### config.mk
export PLATFORM = sky130hd
export DESIGN_NAME = f_fetch_unit
export DESIGN_NICKNAME = d
export VERILOG_FILES = /design/src/rtl/f_fetch_unit.sv
export SDC_FILE = /design/constraint.sdc
export NUM_CORES = 1
export LEC_CHECK = 0
export BUFFER_PORTS_ARGS = -buffer_cell sky130_fd_sc_hd__buf_4
export CORE_ASPECT_RATIO = 0.8
export CORE_MARGIN = 4
export CORE_UTILIZATION = 30
export DETAILED_ROUTE_END_ITERATION = 10
export PLACE_DENSITY_LB_ADDON = 0.2
export SLEW_MARGIN = 20
export SYNTH_ARGS = -nofsm -noshare
export SYNTH_HDL_FRONTEND = slang
export SYNTH_SLANG_ARGS = --single-unit
export TNS_END_PERCENT = 20
### constraint.sdc
create_clock -name clk -period 5 [get_ports clk]
set_clock_uncertainty 0.1 [all_clocks]
set_input_delay 0.25 -clock clk [delete_from_list [all_inputs] [get_ports clk]]
set_output_delay 0.25 -clock clk [all_outputs]
set_load 0.05 [all_outputs]
### src/rtl/f_fetch_unit.sv
// Fetch stage: owns the PC, addresses instruction memory and feeds the F->D register.
// Handles stalls, taken branches from D, eret return to EPC and exception entry.
module f_fetch_unit #(
    parameter logic [31:0] RESET_PC   = 32'h0000_3000,
    parameter logic [31:0] HANDLER_PC = 32'h0000_4180,
    parameter logic [31:0] IM_LO      = 32'h0000_3000,
    parameter logic [31:0] IM_HI      = 32'h0000_6FFC
) (
    input  logic        clk,
    input  logic        reset,
    input  logic        enable,
    input  logic        Req,
    input  logic        D_eret,
    input  logic [31:0] EPC,
    input  logic        D_branch,
    input  logic        D_redirect,
    input  logic [31:0] D_target,
    output logic [31:0] i_inst_addr,
    input  logic [31:0] i_inst_rdata,
    output logic [31:0] F_PC,
    output logic [31:0] F_instruction,
    output logic        F_BD,
    output logic [4:0]  F_EXCCode,
    output logic        in_handler,
    output logic [31:0] fetch_count
);

    typedef enum logic [0:0] {StRun, StHandler} state_e;

    localparam logic [4:0] ExcAdEL = 5'd4;

    state_e      state_q, state_d;
    logic [31:0] pc_q, pc_d;
    logic [31:0] count_q, count_d;
    logic        fetch_fault;

    // State register: PC, run/handler state and advance counter.
    always_ff @(posedge clk or posedge reset) begin
        if (reset) begin
            pc_q    <= RESET_PC;
            state_q <= StRun;
            count_q <= 32'd0;
        end else begin
            pc_q    <= pc_d;
            state_q <= state_d;
            count_q <= count_d;
        end
    end

    // Next-PC selection: Req beats everything (even a stall), then eret, branch, sequential.
    always_comb begin
        pc_d    = pc_q;
        state_d = state_q;
        count_d = count_q;
        if (Req) begin
            pc_d    = HANDLER_PC;
            state_d = StHandler;
            count_d = count_q + 32'd1;
        end else if (enable) begin
            count_d = count_q + 32'd1;
            if (D_eret) begin
                pc_d    = EPC;
                state_d = StRun;
            end else if (D_redirect) begin
                pc_d = D_target;
            end else begin
                pc_d = pc_q + 32'd4;
            end
        end
    end

    // Fetch outputs, combinational from the registered PC/state.
    always_comb begin
        fetch_fault = (pc_q[1:0] != 2'b00) || (pc_q < IM_LO) || (pc_q > IM_HI);
        i_inst_addr = pc_q;
        F_PC        = pc_q;
        in_handler  = (state_q == StHandler);
        fetch_count = count_q;
        // eret has no delay slot: whatever sits in F is wrong-path and enters D as a clean nop.
        F_BD        = D_branch & ~D_eret;
        if (D_eret || fetch_fault) begin
            F_instruction = 32'd0;
        end else begin
            F_instruction = i_inst_rdata;
        end
        if (fetch_fault && !D_eret) begin
            F_EXCCode = ExcAdEL;
        end else begin
            F_EXCCode = 5'd0;
        end
    end

endmodule

==> flow_summary.rst <==
.. list-table::
   :header-rows: 1

   * - Metric
     - Value
   * - TritonCTS clock tree
     - built
   * - Resize count post-CTS
     - 0
   * - GPL Wtd Cong
     - 0.851
   * - Total power of the final layout
     - 0.00208 W
   * - Layout overhead on the synthesized area
     - 43.0%
   * - Count of filler cells inserted in the layout
     - 1488
   * - Count of pins over their slew limit
     - 0
   * - Delay contributed by the slowest stage of the critical path
     - 0.87 ns
   * - Slowest cell on the critical path
     - or4_1
   * - Critical Path Source Type
     - flop
   * - Unrepaired setup endpoints after global routing
     - false
   * - Class of the most critical hold timing path
     - input port to async pin
   * - Maximum number of buffers from clock root to sink
     - 2
   * - Die Span X
     - 147 um
   * - Crit path buffers/inverters
     - 0
   * - TritonCTS buffer count
     - 9
   * - Vias in the first global route
     - 4857
   * - Kind of end point of the critical path
     - flop
   * - Data required, critical path
     - 5.11 ns
   * - Number of buffers inserted by post-CTS setup repair
     - 0
   * - Synthesis warning total
     - 0
   * - Worst slew slack as a fraction of its limit
     - 23.2%
   * - Post-route antenna net violation count
     - 0
   * - Via count of the routed design
     - 4982
   * - Total core area
     - 15100 um^2
   * - First-pass GRT wire length
     - 26.0 mm
   * - Total cell area at the placement stage
     - 6300 um^2
   * - Summed instance area of the synthesized netlist
     - 4640 um^2
   * - Worst-case setup margin in the final layout
     - 2.14 ns
   * - Max IR drop VDD
     - 0.156 mV
   * - Maximum number of pins on one net before global-route repair
     - 66
   * - Number of primary I/O pins
     - 238
   * - Min Tclk post-route
     - 2.86 ns
   * - Hold_buf cts
     - 0
   * - Summed negative setup slack over all endpoints
     - 0 ns
   * - Fraction of synthesis flops using an asynchronous set or reset pin
     - 100%
   * - Maximum level of the CTS H-tree
     - 3
   * - Worst slack after detailed placement
     - 2.21 ns
   * - Total Die Area
     - 17500 um^2
   * - Result of the run
     - finished clean
   * - Max Clk Rate
     - 350 MHz
   * - Number of unique standard cell types used by synthesis
     - 60
   * - Clock insertion delay at the later pin of the skew report
     - 0.34 ns
   * - Data arrival time of the critical path
     - 2.97 ns
   * - Gr ovfl total
     - 0
   * - Final Instance Area
     - 6640 um^2
   * - Vias per cell
     - 5.28
   * - Avg Synthesized Cell Area
     - 8.44 um^2
   * - Starting utilization of the core area
     - 30.7%
   * - Layout cell share with drive strength beyond 1
     - 37.6%
   * - Final routed wire length divided by cell count
     - 17.6 um
   * - Total half-perimeter wirelength after legalization and detailed placement
     - 12.2 mm
   * - Critical Path, Cell by Cell
     - ha_1 > nand3_1 > or4_1 > o311a_1 > a211o_1
   * - Number of diodes added for antenna fixing
     - 0
   * - Number of nets at the end of the flow
     - 834
   * - Number of enable flip-flop cells after synthesis
     - 0
   * - Seq/Total Area, Yosys
     - 35.1%
   * - Top_reg_cell synth
     - dfrtp_1
   * - Antenna violations before repair
     - 0
   * - P_leak
     - 3.05 nW
   * - Crit Path Category
     - flop to flop
   * - Num rows
     - 40
   * - Slew at the pin with the worst max-slew slack
     - 1.15 ns
   * - Violation count after the first detailed-route iteration
     - 323
   * - Post-synthesis sequential element count
     - 65
   * - Hold Slack
     - 0.0815 ns
   * - Launching element of the worst setup path
     - F_PC[2]
   * - Final hold viol count
     - 0
   * - Global Route Usage Sum
     - 18.4%
   * - Port Buffer Count
     - 233
   * - Pwr dens
     - 314 nW/um^2
   * - Final routed wirelength across all metal layers
     - 16.7 mm
   * - Critical path's top delay family
     - simple AND/OR/NAND/NOR gates
   * - Post-route DRC
     - 0
   * - Final period util
     - 57.2%
   * - Max-cap violation count
     - 0
   * - Number of clock sinks seen by CTS
     - 65
   * - Overall die height
     - 119 um
   * - Post-Synthesis Cells
     - 550
   * - Launch point of the worst reg-to-reg path
     - F_PC[2]
   * - Final Setup Violations
     - 0
   * - Clock transition at the registers of the reported paths
     - 0.06 ns
   * - Crit Path Max Fanout
     - 11
   * - Number of detailed-route iterations in the first pass
     - 5
   * - Buffer type at the clock tree root
     - clkbuf_16
-- layout make-up --
type                            instances  area, um^2  share of cell area (%)
Clock inverter                          6        90.1                    1.36
Clock buffer                           10         239                    3.60
Tap cell                              210         263                    3.96
Multi-Input combinational cell        390        2530                    38.2
Sequential cell                        65        1630                    24.5
Inverter                               24        90.1                    1.36
Timing Repair Buffer                  239        1790                    27.0
-- synth_stat cells, types with 9 or more instances --
cell type / instances / area (um^2)
nor4_1: 15 / 93.8
a22oi_1: 9 / 67.6
nand2_1: 33 / 124
inv_1: 23 / 86.3
a21oi_1: 23 / 115
nor3_1: 17 / 85.1
o311ai_0: 9 / 78.8
o211ai_1: 11 / 82.6
dfrtp_1: 63 / 1580
nand3_1: 30 / 150
nor2_1: 25 / 93.8
xnor2_1: 28 / 245
o21ai_0: 14 / 70.1
and2_1: 34 / 213
clkbuf_1: 33 / 124
nand4_1: 23 / 144
buf_4: 36 / 270
-- per-layer routing --
metal / GRT usage, % / part of all wire (%)
met1: 24.7 / 45
met3: 3.69 / 5.6
met4: 5.06 / 1.1
met5: 0 / 0
met2: 30.1 / 49
-- worst register-to-register path: stages, from the launching register on --
cell     delay (ns)
dfrtp_1        0.50
ha_1           0.24
nand3_1        0.30
or4_1          0.88
o311a_1        0.44
a211o_1        0.27
-- cells in the final DEF, fill, tap and decap left out, types with 11 or more instances in the layout --
| cell | instances |
|---|---|
| a21oi_1 | 23 |
| and2_1 | 34 |
| buf_4 | 239 |
| dfrtp_1 | 63 |
| inv_1 | 22 |
| nand2_1 | 33 |
| nand3_1 | 30 |
| nand4_1 | 23 |
| nor2_1 | 25 |
| nor3_1 | 17 |
| nor4_1 | 13 |
| o211ai_1 | 11 |
| o21ai_0 | 14 |
| xnor2_1 | 28 |
-- sequential cells by signal, summed over array words and instances, names as in the netlist --
register,count
fetch_count,32
in_handler,1
F_PC,32
-- final timing paths --
path	slack (ns)	depth (start not counted)	endpoint
worst max register to register	2.14	5	F_PC[26]
worst min register to register	0.38	1	in_handler
max in group asynchronous	4.15	3	F_PC[0]
worst max-delay path	2.14	5	F_PC[26]
worst min-delay path	0.08	3	fetch_count[31]
min in group clk	0.12	3	F_PC[1]
-- cell families (layout without fill, tap and decap cells) --
group / count (synthesis) / in the layout / share of synthesized area [%]
xor+xnor: 32 / 32 / 6.04
flops: 65 / 65 / 35.1
compound gates: 124 / 124 / 19.4
other cells: 1 / 4 / 0.0808
fa+ha+maj: 2 / 2 / 0.539
buf+inv: 98 / 279 / 11.0
simple gates: 225 / 225 / 27.1
mux: 3 / 3 / 0.647
-- per-stage QoR --
step | utilization (%) | cells
after floorplan | - | 553
after global placement | 41.7 | 928
after detailed placement | 41.7 | 928
after CTS | 43.9 | 944
after global routing | 43.9 | 944
final | 43.9 | 944
-- report_power, final --
part	total [W]	leakage [nW]	internal (W)	switching, W
registers	0.000676	0.845	0.000582	0.0000944
clock network	0.000701	0.159	0.000452	0.000249
logic	0.000705	2.04	0.000236	0.000469
total	0.00208	3.05	0.00127	0.000813
No activity file was read; power rests on OpenSTA's default activity.
